--- config.mk ---
export PLATFORM = sky130hd
export DESIGN_NAME = board_gpio_ctrl
export DESIGN_NICKNAME = d
export VERILOG_FILES = /design/src/rtl/board_gpio_ctrl.sv
export SDC_FILE = /design/constraint.sdc
export NUM_CORES = 1
export LEC_CHECK = 0
export CAP_MARGIN = 20
export CORE_ASPECT_RATIO = 0.9
export CORE_MARGIN = 10
export CORE_UTILIZATION = 45
export CTS_CLUSTER_DIAMETER = 200
export DETAILED_ROUTE_END_ITERATION = 8
export GPL_ROUTABILITY_DRIVEN = 0
export MAX_ROUTING_LAYER = met4
export PLACE_DENSITY = 0.83
export SLEW_MARGIN = 20
export SYNTH_ARGS = -nofsm -noshare
export SYNTH_HDL_FRONTEND = slang
export SYNTH_SLANG_ARGS = --single-unit
--- constraint.sdc ---
create_clock -name CLOCK_50 -period 2.2 [get_ports CLOCK_50]
set_input_delay 0.66 -clock CLOCK_50 [delete_from_list [all_inputs] [get_ports CLOCK_50]]
set_output_delay 0.66 -clock CLOCK_50 [all_outputs]
set_load 0.05 [all_outputs]
--- src/rtl/board_gpio_ctrl.sv ---
// Board GPIO peripheral: LED bank, debounced active-low buttons, sticky press events, level IRQ.
// Latency: register writes land on the write edge; led and irq follow one cycle later; reads return one cycle after bus_re.
// Backpressure: none; every single-cycle bus strobe is accepted, and bus_rvalid pulses exactly once per read.
//
// Ports:
//   CLOCK_50              system clock
//   KEY                   asynchronous active-low reset
//   bus_we / bus_re       one-cycle write / read strobes
//   bus_addr[4:0]         byte address, word select on [4:2]
//   bus_wdata[31:0]       write data
//   bus_rdata[31:0]       read data, held until the next read
//   bus_rvalid            read-data-valid pulse
//   btn_n[NUM_BTN-1:0]    raw asynchronous buttons, 0 = pressed
//   led[NUM_LED-1:0]      LED drive, 1 = on
//   irq                   level interrupt, |(EDGE & IRQ_EN)
//
// Register map (word offsets): 0x00 LED_REG, 0x04 BTN_STATE, 0x08 BTN_EDGE (W1C), 0x0C IRQ_EN,
// 0x10 BLINK_MASK (only when BOARD_GPIO_BLINK_EN is defined; otherwise unmapped).
// Optional macro: BOARD_GPIO_BLINK_EN adds a blink mask XOR-ed onto the LEDs with a free-running phase.

module board_gpio_ctrl #(
    parameter int NUM_LED         = 18,
    parameter int NUM_BTN         = 3,
    parameter int DEBOUNCE_CYCLES = 50000,
    parameter int BLINK_DIV       = 12500000
) (
    input  logic               CLOCK_50,
    input  logic               KEY,
    input  logic               bus_we,
    input  logic               bus_re,
    input  logic [4:0]         bus_addr,
    input  logic [31:0]        bus_wdata,
    output logic [31:0]        bus_rdata,
    output logic               bus_rvalid,
    input  logic [NUM_BTN-1:0] btn_n,
    output logic [NUM_LED-1:0] led,
    output logic               irq
);

    localparam int               CNT_W   = $clog2(DEBOUNCE_CYCLES);
    localparam logic [CNT_W-1:0] CNT_MAX = CNT_W'(DEBOUNCE_CYCLES - 1);

    localparam logic [2:0] SEL_LED   = 3'd0;
    localparam logic [2:0] SEL_STATE = 3'd1;
    localparam logic [2:0] SEL_EDGE  = 3'd2;
    localparam logic [2:0] SEL_IRQEN = 3'd3;
    localparam logic [2:0] SEL_BLINK = 3'd4;

    logic [2:0] sel;
    assign sel = bus_addr[4:2];

    // Byte-lane bits and data bits above the register widths carry no meaning here.
    logic unused_bus_bits;
    assign unused_bus_bits = ^{bus_addr[1:0], bus_wdata};

    // ------------------------------------------------------------------
    // State
    // ------------------------------------------------------------------
    logic [NUM_BTN-1:0] sync1_q, sync1_d;
    logic [NUM_BTN-1:0] sync2_q, sync2_d;
    logic [NUM_BTN-1:0] stable_q, stable_d;   // debounced pin level, 1 = released
    logic [CNT_W-1:0]   cnt_q [NUM_BTN];
    logic [CNT_W-1:0]   cnt_d [NUM_BTN];
    logic [NUM_BTN-1:0] btn_edge_q, btn_edge_d;
    logic [NUM_BTN-1:0] irq_en_q, irq_en_d;
    logic [NUM_LED-1:0] led_reg_q, led_reg_d;
    logic [NUM_LED-1:0] led_q, led_d;
    logic               irq_q, irq_d;
    logic [31:0]        rdata_q, rdata_d;
    logic               rvalid_q, rvalid_d;

    logic [NUM_BTN-1:0] press;                // one-cycle stable 1->0 event
    logic [NUM_BTN-1:0] w1c_mask;
    logic [31:0]        rd_word;

`ifdef BOARD_GPIO_BLINK_EN
    localparam int               BLK_W   = (BLINK_DIV > 1) ? $clog2(BLINK_DIV) : 1;
    localparam logic [BLK_W-1:0] BLK_MAX = BLK_W'(BLINK_DIV - 1);

    logic [NUM_LED-1:0] blink_mask_q, blink_mask_d;
    logic [BLK_W-1:0]   blink_cnt_q, blink_cnt_d;
    logic               blink_phase_q, blink_phase_d;
`endif

    // ------------------------------------------------------------------
    // Button synchroniser and debounce
    // ------------------------------------------------------------------
    always_comb begin
        sync1_d  = btn_n;
        sync2_d  = sync1_q;
        stable_d = stable_q;
        press    = '0;
        for (int i = 0; i < NUM_BTN; i++) begin
            cnt_d[i] = '0;
            if (sync2_q[i] != stable_q[i]) begin
                // The synced level must disagree for DEBOUNCE_CYCLES consecutive
                // samples; any agreement in between drops the count back to 0.
                if (cnt_q[i] == CNT_MAX) begin
                    stable_d[i] = sync2_q[i];
                    press[i]    = ~sync2_q[i];
                end else begin
                    cnt_d[i] = cnt_q[i] + 1'b1;
                end
            end
        end
    end

    // ------------------------------------------------------------------
    // Register writes
    // ------------------------------------------------------------------
    always_comb begin
        led_reg_d = led_reg_q;
        irq_en_d  = irq_en_q;
        w1c_mask  = '0;
        if (bus_we) begin
            case (sel)
                SEL_LED:   led_reg_d = bus_wdata[NUM_LED-1:0];
                SEL_EDGE:  w1c_mask  = bus_wdata[NUM_BTN-1:0];
                SEL_IRQEN: irq_en_d  = bus_wdata[NUM_BTN-1:0];
                default:   ;
            endcase
        end
        // A press landing in the same cycle as its clear keeps the bit set.
        btn_edge_d = (btn_edge_q & ~w1c_mask) | press;
        irq_d      = |(btn_edge_q & irq_en_q);
    end

`ifdef BOARD_GPIO_BLINK_EN
    always_comb begin
        blink_mask_d  = blink_mask_q;
        blink_cnt_d   = blink_cnt_q + 1'b1;
        blink_phase_d = blink_phase_q;
        if (bus_we && sel == SEL_BLINK) begin
            blink_mask_d = bus_wdata[NUM_LED-1:0];
        end
        if (blink_cnt_q == BLK_MAX) begin
            blink_cnt_d   = '0;
            blink_phase_d = ~blink_phase_q;
        end
        led_d = led_reg_q ^ (blink_mask_q & {NUM_LED{blink_phase_q}});
    end
`else
    always_comb begin
        led_d = led_reg_q;
    end
`endif

    // ------------------------------------------------------------------
    // Register reads: current (pre-write) contents, registered
    // ------------------------------------------------------------------
    always_comb begin
        rd_word = '0;
        case (sel)
            SEL_LED:   rd_word[NUM_LED-1:0] = led_reg_q;
            SEL_STATE: rd_word[NUM_BTN-1:0] = ~stable_q;
            SEL_EDGE:  rd_word[NUM_BTN-1:0] = btn_edge_q;
            SEL_IRQEN: rd_word[NUM_BTN-1:0] = irq_en_q;
`ifdef BOARD_GPIO_BLINK_EN
            SEL_BLINK: rd_word[NUM_LED-1:0] = blink_mask_q;
`endif
            default:   rd_word = '0;
        endcase
        rdata_d  = bus_re ? rd_word : rdata_q;
        rvalid_d = bus_re;
    end

    // ------------------------------------------------------------------
    // Flops
    // ------------------------------------------------------------------
    always_ff @(posedge CLOCK_50 or negedge KEY) begin
        if (!KEY) begin
            sync1_q    <= '1;
            sync2_q    <= '1;
            stable_q   <= '1;
            for (int i = 0; i < NUM_BTN; i++) begin
                cnt_q[i] <= '0;
            end
            btn_edge_q <= '0;
            irq_en_q   <= '0;
            led_reg_q  <= '0;
            led_q      <= '0;
            irq_q      <= 1'b0;
            rdata_q    <= '0;
            rvalid_q   <= 1'b0;
        end else begin
            sync1_q    <= sync1_d;
            sync2_q    <= sync2_d;
            stable_q   <= stable_d;
            for (int i = 0; i < NUM_BTN; i++) begin
                cnt_q[i] <= cnt_d[i];
            end
            btn_edge_q <= btn_edge_d;
            irq_en_q   <= irq_en_d;
            led_reg_q  <= led_reg_d;
            led_q      <= led_d;
            irq_q      <= irq_d;
            rdata_q    <= rdata_d;
            rvalid_q   <= rvalid_d;
        end
    end

`ifdef BOARD_GPIO_BLINK_EN
    always_ff @(posedge CLOCK_50 or negedge KEY) begin
        if (!KEY) begin
            blink_mask_q  <= '0;
            blink_cnt_q   <= '0;
            blink_phase_q <= 1'b0;
        end else begin
            blink_mask_q  <= blink_mask_d;
            blink_cnt_q   <= blink_cnt_d;
            blink_phase_q <= blink_phase_d;
        end
    end
`endif

    assign led        = led_q;
    assign irq        = irq_q;
    assign bus_rdata  = rdata_q;
    assign bus_rvalid = rvalid_q;

endmodule

# Yosys cells after proc, flatten, opt, wreduce, memory -nomap -nowiden
# Index checks and enable logic that the tools add are counted.
[classes]
add_sub_neg = 3
n_eq_ne = 9
mux = 16
bitwise_logic = 8
reduce_logical = 7
[ops]
columns = ["operator", "count"]
rows = [
  ["16-bit 2-to-1 mux", 6],
  ["16-bit by 1-bit adder with 16-bit output, second input constant", 3],
  ["16-bit == test, second input constant", 3],
  ["15-bit 2-to-1 mux", 1],
  ["3-bit case mux with 4 select lines", 1],
  ["2-bit AND reduction", 5],
  ["3-bit bitwise AND", 2],
  ["3-bit by 2-bit == test with 1-bit output, second input constant", 2],
  ["1-bit 2-to-1 mux", 6],
  ["3-bit 2-to-1 mux", 2],
  ["3-bit NOT", 2],
  ["3-bit by 1-bit == test with 1-bit output, second input constant", 1],
  ["3-bit zero test", 1],
  ["1-bit != test", 3],
  ["1-bit NOT", 3],
  ["3-bit OR", 1],
  ["3-bit OR reduction", 1],
]
[word_totals]
register_bits = 119
input_bits = 44
out_inout_bits = 52
elab_cells = 58

# Longest topological paths before layout
# Gate-level depths: netlist (run 1).
[depth]
depth_word = 6
mapped_depth = 7
depth_no_buf = 5

# Least setup slack after synthesis (run 1)
# No wires, ideal clock.
[synth_timing]
path_kind = "input port to flip-flop"
start = "in bus_addr[2]"
end = "reg led_reg_q[10], in the netlist led_d[10]"
setup_time_ns = 0.125
t_arrival_ns = 1.864
t_required_ns = 2.075
setup_slack_ns = 0.211
path_stages = 4
path_buffers = 2
cell_sequence = "buf_2 -> nor4b_4 -> buf_6 -> mux2_2"
[synth_via]
elab_chain_len = 2
[synth_rtl]
columns = ["item", "line_no", "text"]
rows = [
  ["start, declared", "31", "input logic [4:0] bus_addr,"],
  ["3-bit zero test", "116", "case (sel)"],
  ["2-bit AND reduction (no line)", "--", ""],
  ["end signal, assigned", "194", "led_reg_q <= led_reg_d;"],
  ["end, declared", "66", "logic [NUM_LED-1:0] led_reg_q, led_reg_d;"],
]
# No other way between the ends.
# A chain may end at the register's enable or synchronous reset.

# Final worst setup path (run 1)
[layout_timing]
start = "reg rdata_q[17], in the netlist bus_rdata[17]"
end = "out bus_rdata[17]"
[layout_lines]
columns = ["item", "line_no", "text"]
rows = [
  ["start, declared", "69", "logic [31:0] rdata_q, rdata_d;"],
  ["start signal, assigned", "197", "rdata_q <= rdata_d;"],
  ["end, declared", "33", "output logic [31:0] bus_rdata,"],
]
# No word-level cell between the ends.

==> results of run 1 <==
## path summary, 6_finish.rpt
kind	from	endpoint	cells past startpoint
max	bus_rdata[17]	bus_rdata[17]	1
max in group asynchronous	KEY	bus_rdata[9]	2
min reg2reg	sync1_q[0]	sync2_q[0]	0
min in group CLOCK_50	sync1_q[0]	sync2_q[0]	0
min	KEY	cnt_q[0]	1
max reg2reg	cnt_q[16]	cnt_q[19]	5
## placed cells by master (no fill, tap or decap), types with 7 or more instances in the layout
master,instances
dfrtp_1,110
nor2_1,40
nand2_1,33
dlygate4sd2_1,30
xnor2_1,27
inv_1,26
clkdlybuf4s50_1,26
mux2_2,23
o21ai_0,19
nand3_1,17
clkbuf_16,17
xor2_1,16
nand4_1,15
buf_4,15
conb_1,14
nor2_2,9
dfstp_2,9
nor4_1,8
nor3_1,8
and3_1,7
## routing by layer
| metal | part of all wire, % | up-vias | global-route usage [%] |
|---|---|---|---|
| li1 | - | 1604 | - |
| met1 | 43 | 1687 | 15.9 |
| met2 | 51 | 99 | 22.8 |
| met3 | 5.5 | 16 | 4.84 |
| met4 | 1.3 | 0 | 5.97 |
| met5 | 0 | - | - |
## through the flow
step           util [%]  setup slack (ns)  area [sq um]
2_1_floorplan         -             0.211          5100
3_3_place_gp       53.7            0.0204          5860
3_5_place_dp       53.7           -0.0129          5860
4_1_cts            59.1           0.00313          6440
5_1_grt            59.1             0.189          6440
6_report           59.1             0.221          6440
## power by group through the flow
stage	Clock [mW]	Sequential, mW	Combinational, mW
finish	2.86	2.54	0.895
floorplan	0	2.91	0.257
global route	3.02	2.57	0.948
detailed placement	0	2.58	0.963
global placement	0	2.56	0.948
CTS	2.91	2.54	0.910
## timing repair
action,in CTS,in global routing
endpoints found under the setup margin,30,1
resized for setup,30,1
cloned,0,0
## layout make-up
cell class,instances,area [sq um],area share (%)
Timing Repair Buffer,75,708,11.0
Multi-Input combinational cell,274,1840,28.5
Clock buffer,20,447,6.93
Sequential cell,119,2990,46.4
Inverter,26,97.6,1.51
Tap cell,152,190,2.95
Clock inverter,12,176,2.74
## flip-flops by register name, indices dropped and copies added (netlist names)
register    cells
sync1_q         3
bus_rdata      18
sync2_q         3
bus_rvalid      1
led            18
irq_en_q        3
irq             1
btn_edge_q      3
cnt_q          48
stable_q        3
led_d          18
## logic make-up after synthesis
kind of cell / count (synthesis) / synth area share [%]
flip-flops: 119 / 59.1
multiplexers: 27 / 6.76
adder cells (fa/ha/maj): 3 / 0.742
other: 1 / 0.0742
AND/OR/NAND/NOR: 161 / 17.4
buffers and inverters: 52 / 5.54
AO/OA/AOI/OAI: 26 / 2.87
XOR/XNOR: 43 / 7.45
==> metrics, run 1 <==
Synth area leader=dfrtp_1; Clk pin slew, worst setup/hold paths=about 0.05 ns; Chip Height=approximately 120 um; Synth area leaders=dfrtp_1 54%, mux2_2 5.1%, dfstp_2 4.7%; Gate power share=~14%; hold buffer count at CTS=0; gr ovfl total=0; later-pin clock latency in the skew report=0.41 ns; Tcrit/Tclk final=90.0%; cell breakdown of the critical path=dlygate4sd2_1; Post-Place Cells=between 600 and 700; Synth Warn #=0; vias in the first global route=approximately 3.5k; distinct cell type count after synthesis=43; CTS tree=built; Max IR drop VDD=486 uV; Core Area=about 11000 sq um; global-route wire length before repair=17700 um; Max-slew headroom=65.1%; Synth Flop Type=dfrtp_1; Initial Util=a little under half; MaxCap Viol Count=0; Clk network pwr share=45.4%; DP HPWL=about 7500 um; number of diodes=0; Worst EP required=between 1.5 and 2 ns; CTS buffer count=17; crit path max-delay cell type=dlygate4sd2_1; largest net degree at the start of global routing=40; count leader, synth=dfrtp_1; hold slack final=0.169 ns; # nets final=560; fin. max-slew vios=0; CP startpoint kind=register; Post-synth EDFFs=0; slowest stage delay, CP=around 0.55 ns; depth of the CTS H-tree=4; Root Driver=clkbuf_16; CP delay by family, top=buffers and inverters; Static Leak=between 2 and 3 nW; Sw Share=between 20 and 30%; Least-Margin Pin Slew=0.526 ns; CP max FO=2; filler cell count=860; port bufs=65; via count=around 3.4k; Setup CP Type=reg -> out; pwr dens=around 1000 nW/um^2; total negative slack=0 ns; num ports=96; cells after synthesis=between 400 and 500; average wire per standard cell=15.8 um; #FFs+latches synth=approximately 120; die width=132 um; DRC viols=0; total power=6.29 mW; final hold violation count=0; All-Layer GR Usage=roughly 14%; post-CTS setup buffer count=0; worst hold path class=in -> async; DRT Wirelength=between 10000 and 15000 um; outcome=completed; Antenna Nets Post-Route=0; setup violators final=0; syn avg cell area=approximately 12 sq um; DRT Pass-1 Iters=5; maximum clock rate=~510 MHz; clk buf depth=2; vias per cell=~5; Cell Count, Final, Fillers Out=about 680; Pint=4.61 mW; CP endpoint kind=output port; Max Clock Skew=around 0.0098 ns; die area=between 15000 and 20000 sq um; FP Rows=36; flop-to-flop setup slack=roughly 0.35 ns; clock period minus worst slack=1.98 ns; FFs w/ async S/R, synth=100%; Synth top area share=a little over half; DRT iter0 DRCs=between 200 and 250; Net Switching=~1.7 mW; RSZ-0062 raised after global routing=no; Seq pwr share=between 40 and 50%; synthesized cell area=approximately 5100 sq um; area delta synth->final=27.4%; Commonest cells post-synth=110 x dfrtp_1, 40 x nor2_1, 33 x nand2_1; Clock Sinks=roughly 120; antenna violations before repair=0; layout cell share with drive strength beyond 1=between 10% and 20%; Crit path arrival time=1.32 ns; register area share after synthesis=about three fifths; CP Buf/Inv Count=1
No activity file was read; power rests on OpenSTA's default activity.
==> run 2: changes to the inputs <==
--- a/config.mk
+++ b/config.mk
@@ -6,7 +6,6 @@
 export NUM_CORES = 1
 export LEC_CHECK = 0
 export CAP_MARGIN = 20
-export CORE_ASPECT_RATIO = 0.9
 export CORE_MARGIN = 10
 export CORE_UTILIZATION = 45
 export CTS_CLUSTER_DIAMETER = 200
==> run 2 against run 1 <==
Compared with the run above: clock-buffer cell count unchanged; largest power group unchanged; routed wire length hardly changed; maximum frequency increased by 0.29%; register-to-register slack about the same; worst hold slack worse by 0.095 ns; sequential share of layout area rose by 0.27 points; critical path type unchanged; final area shrank 0.58%; critical endpoint is now bus_rdata[13]; via count is 0.23% higher; critical path depth is the same.
==> metrics, run 2 (same netlist as run 1, synthesis figures left out) <==
outcome=completed (unchanged); DRT iter0 DRCs=359 (was 209); All-Layer GR Usage=14.0% (was 14.1%); num ports=96 (unchanged); RSZ-0062 raised after global routing=no (unchanged); total power=6.05 mW (was 6.29 mW); port bufs=65 (unchanged); via count=3414 (was 3406); critical path depth in cells=1 (unchanged); Tcrit/Tclk final=89.7% (was 90.0%); CP startpoint kind=register (unchanged); CP endpoint kind=output port (unchanged); Antenna Nets Post-Route=0 (unchanged); antenna violations before repair=1 (was 0); area delta synth->final=26.7% (was 27.4%); RR Startpoint=cnt_q[16] (unchanged); Least-Margin Pin Slew=0.537 ns (was 0.526 ns); MaxCap Viol Count=0 (unchanged); die width=126 um (was 132 um); most frequent cells in the layout=110 x dfrtp_1, 40 x nor2_1, 33 x nand2_1 (unchanged); Placed Instance Area=5840 sq um (was 5860 sq um); Root Driver=clkbuf_16 (unchanged); Reg2Reg Depth=5 (unchanged); maximum clock rate=507 MHz (was 505 MHz); CP max FO=2 (unchanged); clock period minus worst slack=1.97 ns (was 1.98 ns); Max IR drop VDD=507 uV (was 486 uV); Critical Path End=bus_rdata[13] (was bus_rdata[17]); flop-to-flop setup slack=0.36 ns (was 0.35 ns); Max-slew headroom=64.3% (was 65.1%); layout cell share with drive strength beyond 1=19.4% (was 19.0%); Clock Sinks=119 (unchanged); CP Buf/Inv Count=1 (unchanged); Chip Height=126 um (was 121 um); post-CTS setup buffer count=0 (unchanged); cell breakdown of the critical path=dlygate4sd2_1 (unchanged); later-pin clock latency in the skew report=0.40 ns (was 0.41 ns); clk buf depth=2 (unchanged); max reg flops=48 (unchanged); most common cell after layout, fill and taps aside=dfrtp_1 (unchanged); DP HPWL=7380 um (was 7490 um); Core Area=10900 sq um (about the same); vias per cell=5.11 (was 5.02); gr ovfl total=0 (unchanged); slowest stage delay, CP=0.57 ns (was 0.55 ns); Crit path arrival time=1.31 ns (was 1.32 ns); vias in the first global route=3610 (was 3531); pwr dens=944 nW/um^2 (was 977 nW/um^2); final hold violation count=0 (unchanged); average wire per standard cell=16.0 um (was 15.8 um); # nets final=561 (was 560); final instance area=6410 sq um (was 6440 sq um); Initial Util=46.2% (was 46.4%); worst hold path class=in -> async (unchanged); Critical Path Start=bus_rdata[13] (was bus_rdata[17]); Max Clock Skew=0.00594 ns (was 0.00975 ns); fin. max-slew vios=0 (unchanged); FP Rows=38 (was 36); Worst EP required=1.54 ns (about the same); filler cell count=855 (was 860); global-route wire length before repair=17900 um (was 17700 um); DRT Pass-1 Iters=5 (unchanged); CTS tree=built (unchanged); crit path max-delay cell type=dlygate4sd2_1 (unchanged); Core Util, Final=58.6% (was 59.1%); depth of the CTS H-tree=4 (unchanged); CP delay by family, top=buffers and inverters (unchanged); Static Leak=2.87 nW (was 2.81 nW); DRT Wirelength=10700 um (about the same); Top reg by flops=cnt_q (unchanged); setup violators final=0 (unchanged); DRC viols=0 (unchanged); dpl ws=-0.0312 ns (was -0.0129 ns); largest net degree at the start of global routing=59 (was 40); CTS buffer count=17 (unchanged); post-layout worst setup margin=0.227 ns (was 0.221 ns); die area=15900 sq um (about the same); RR Endpoint=cnt_q[29] (was cnt_q[19]); Clk pin slew, worst setup/hold paths=0.06 ns (was 0.05 ns); Setup CP Type=reg -> out (unchanged)
-- run 2: cell types whose count changed in the layout (fill, tap and decap cells not counted), moves of 2 or more --
cell	delta
dlymetal6s2s_1	+9
clkbuf_8	+2
bufinv_16	-3
dlygate4sd2_1	-8
clkbuf_1	-2
clkinv_2	+3
-- run 2: how the worst min path moves through the flow --
| stage | end | from | cells after the start | slack (ns) |
|---|---|---|---|---|
| floorplan | sync2_q[0] | sync1_q[0] | 0 | 0.35 |
| global placement | sync2_q[1] | sync1_q[1] | 0 | 0.35 |
| detailed placement | sync2_q[1] | sync1_q[1] | 0 | 0.35 |
| CTS | cnt_q[39] | KEY | 1 | 0.07 |
| global route | cnt_q[39] | KEY | 1 | 0.06 |
| finish | cnt_q[39] | KEY | 1 | 0.07 |
-- run 2: report_power, final --
part	internal, mW	switching [mW]	total [mW]
sequential	2.41	0.127	2.54
combinational	0.295	0.614	0.909
clock	1.63	0.969	2.60
-- run 2: repair_timing --
action | in CTS | in global routing
hold buffers | 0 | 0
endpoints found under the setup margin | 22 | 10
pin swaps | 0 | 0
resized for setup | 22 | 10
-- run 2: final cells by class --
| type | instances | area, sq um | area share, % |
|---|---|---|---|
| Antenna cell | 1 | 2.50 | 0.0391 |
| Clock inverter | 12 | 101 | 1.58 |
| Tap cell | 140 | 175 | 2.73 |
| Sequential cell | 119 | 2990 | 46.7 |
| Multi-Input combinational cell | 274 | 1840 | 28.7 |
| Inverter | 26 | 97.6 | 1.52 |
| Clock buffer | 20 | 467 | 7.29 |
| Timing Repair Buffer | 76 | 738 | 11.5 |
-- run 2: layer usage --
layer  part of all wire, %  GRT usage (%)
met1                    42           15.8
met2                    52           22.8
met3                   5.4           5.08
met4                   1.3           4.35
met5                     0              -
-- run 2: per-stage QoR --
stage	hold WS, ns	setup TNS [ns]	cells
6_report	0.0740	0	668
2_1_floorplan	0.345	0	445
3_5_place_dp	0.348	-0.197	635
5_1_grt	0.0567	0	668
3_3_place_gp	0.348	-0.0400	635
4_1_cts	0.0662	0	667
==> RTL edit (flow settings as in run 1) <==
Set the parameter `DEBOUNCE_CYCLES` to 25000 (it was 50000).
--- a/src/rtl/board_gpio_ctrl.sv
+++ b/src/rtl/board_gpio_ctrl.sv
@@ -21,7 +21,7 @@
 module board_gpio_ctrl #(
     parameter int NUM_LED         = 18,
     parameter int NUM_BTN         = 3,
-    parameter int DEBOUNCE_CYCLES = 50000,
+    parameter int DEBOUNCE_CYCLES = 25000,
     parameter int BLINK_DIV       = 12500000
 ) (
     input  logic               CLOCK_50,
Check against the original RTL: same outputs for any inputs over 10 cycles, from zero or initial values; that may be too few to reach the edited logic, so the function may still have changed.
==> RTL edit against run 1 <==
  * Count of clock-buffer cells in the layout is 3 lower
  * Area after synthesis is 4.2% lower
  * Sequential cell count is 3 lower
  * Final area is 2.9% lower
  * Die area is 3.5% lower
  * Maximum frequency is 1.6% lower
  * Routed wire length is 1.9% lower
  * Setup slack worse by 31 ps
  * First-iteration DRC count is 5.3% lower
  * Total power is 2.0% lower
  * Synthesized cell count is 4.4% lower
  * Critical path type is now reg -> reg
  * Critical endpoint is now cnt_q[8]
==> RTL edit: results (changes against run 1) <==
Run status
  – Status: completed (unchanged)

Setup path
  – Critical Path Slowest Stage Cell: or4_4 (was dlygate4sd2_1)
  – Crit path max-delay family: simple AND/OR/NAND/NOR gates (was buffers and inverters)
  – Worst Reg-to-Reg Cells: 4 (was 5)
  – Highest net fanout along the worst path: 14 (was 2)
  – RR Startpoint: cnt_q[3] (was cnt_q[16])
  – Crit path largest cell delay: 570 ps (was 550 ps)
  – Arrival @ worst endpoint: 2290 ps (was 1320 ps)
  – Worst R2R Setup Slack: 190 ps (was 350 ps)
  – Reg2reg end: cnt_q[8] (was cnt_q[19])

Finish
  – Share of layout cells above drive strength 1: 18.9% (was 19.0%)
  – Footprint of the multi-input gates: 1710 um^2 (was 1840 um^2)
  – Fill cells: 779 (was 860)
  – Post-Layout Cell Count: 641 (was 678)
  – Max reg flops: 45 (was 48)
  – Nets: 546 (was 560)

Place
  – DP Wirelength: 7330 um (was 7490 um)
  – Placement Setup Slack: -68.8 ps (was -12.9 ps)
  – Placed cells: 609 (was 646)

Synthesis
  – Post-synthesis sequential area ratio: 60.2% (was 59.1%)
  – Post-Synth Adder-Cell Area: 0.775% (was 0.742%)
  – Compound-Gate Fraction of Synth Area: 2.53% (was 2.87%)
  – Top cells by area, synth: dfrtp_1 55%, xnor2_1 5.4%, dfstp_2 4.9%, mux2_2 4.9%, nor2_1 3.6% (was dfrtp_1 54%, mux2_2 5.1%, dfstp_2 4.7%, xnor2_1 4.7%, nor2_1 3.0%)
  – Post-Synthesis Cells: 413 (was 432)
  – Commonest cells in the netlist: 107 x dfrtp_1, 46 x nor2_1, 30 x xnor2_1 (was 110 x dfrtp_1, 40 x nor2_1, 33 x nand2_1)
  – Post-synthesis mux area share: 7.21% (was 6.76%)
  – Post-Synth XOR/XNOR Area: 7.59% (was 7.45%)
  – Distinct cell type count after synthesis: 34 (was 43)

Routing
  – DR WL/cell: 16.4 um (was 15.8 um)
  – Pre-Repair DR Iteration Count: 4 (was 5)
  – Initial DRC count: 198 (was 209)
  – Vias: 3,288 (was 3,406)

STA
  – Slew Viols, Final: 0 (unchanged)
  – Slew margin rel.: 64.8% (was 65.1%)
  – Worst clock skew: 5.99 ps (was 9.75 ps)
  – Min Clock Period, post-route: 2010 ps (was 1980 ps)

Global routing
  – Total GRT Usage: 14.8% (was 14.1%)
  – Global-route wire length before repair: 17,600 um (was 17,700 um)
  – Initial antenna violation count: 0 (unchanged)
  – Vias in the first global route: 3,497 (was 3,531)

Power
  – P_seq: 2.48 mW (was 2.54 mW)
  – Peak supply drop: 471 uV (was 486 uV)
  – Comb power frac: 14.8% (was 14.2%)
  – Sw Ratio: 28.2% (was 26.8%)
  – P_leak: 2.78 nW (was 2.81 nW)
  – Logic power comb: 0.912 mW (was 0.895 mW)
-- RTL edit: cell count changes after synthesis, sizes merged, moves of 3 or more --
| cell | before | now |
|---|---|---|
| or4b | 0 | 6 |
| nor3 | 8 | 13 |
| nand3 | 18 | 14 |
| nand4 | 16 | 12 |
| nor4bb | 5 | 1 |
| xor2 | 16 | 12 |
| dfrtp | 110 | 107 |
| nand2b | 0 | 3 |
| nor2 | 49 | 46 |
| nor2b | 0 | 3 |
| xnor2 | 27 | 30 |
-- RTL edit: what timing repair did --
item	CTS	global route
endpoints found under the setup margin	27	4
pin swaps	0	0
gates resized for setup	27	4
-- RTL edit: worst max-delay path by stage --
stage / startpoint / end
after floorplan: bus_addr[2] / led_d[10]
after global placement: bus_addr[2] / led_d[16]
after detailed placement: bus_addr[2] / led_d[12]
after CTS: led[4] / led[4]
after global routing: cnt_q[3] / cnt_q[13]
final: cnt_q[3] / cnt_q[8]
-- RTL edit: stage by stage --
step                hold slack (ps)  instance area [um^2]
floorplan                       345                  4900
global placement                348                  5670
detailed placement              348                  5670
CTS                             238                  6250
global route                    256                  6260
finish                          235                  6260
-- RTL edit: metal layers --
layer / GRT usage (%) / up-vias / share of wire (%)
li1: - / 1534 / -
met1: 16.2 / 1637 / 40
met2: 24.1 / 97 / 51
met3: 5.05 / 20 / 6.5
met4: 5.82 / 0 / 1.9
met5: - / - / 0
-- RTL edit: cell type report --
cell class	count	share of cell area [%]
Sequential cell	116	46.6
Inverter	28	1.68
Timing Repair Buffer	78	12.1
Multi-Input combinational cell	258	27.4
Clock buffer	17	6.80
Clock inverter	15	2.94
Tap cell	129	2.58
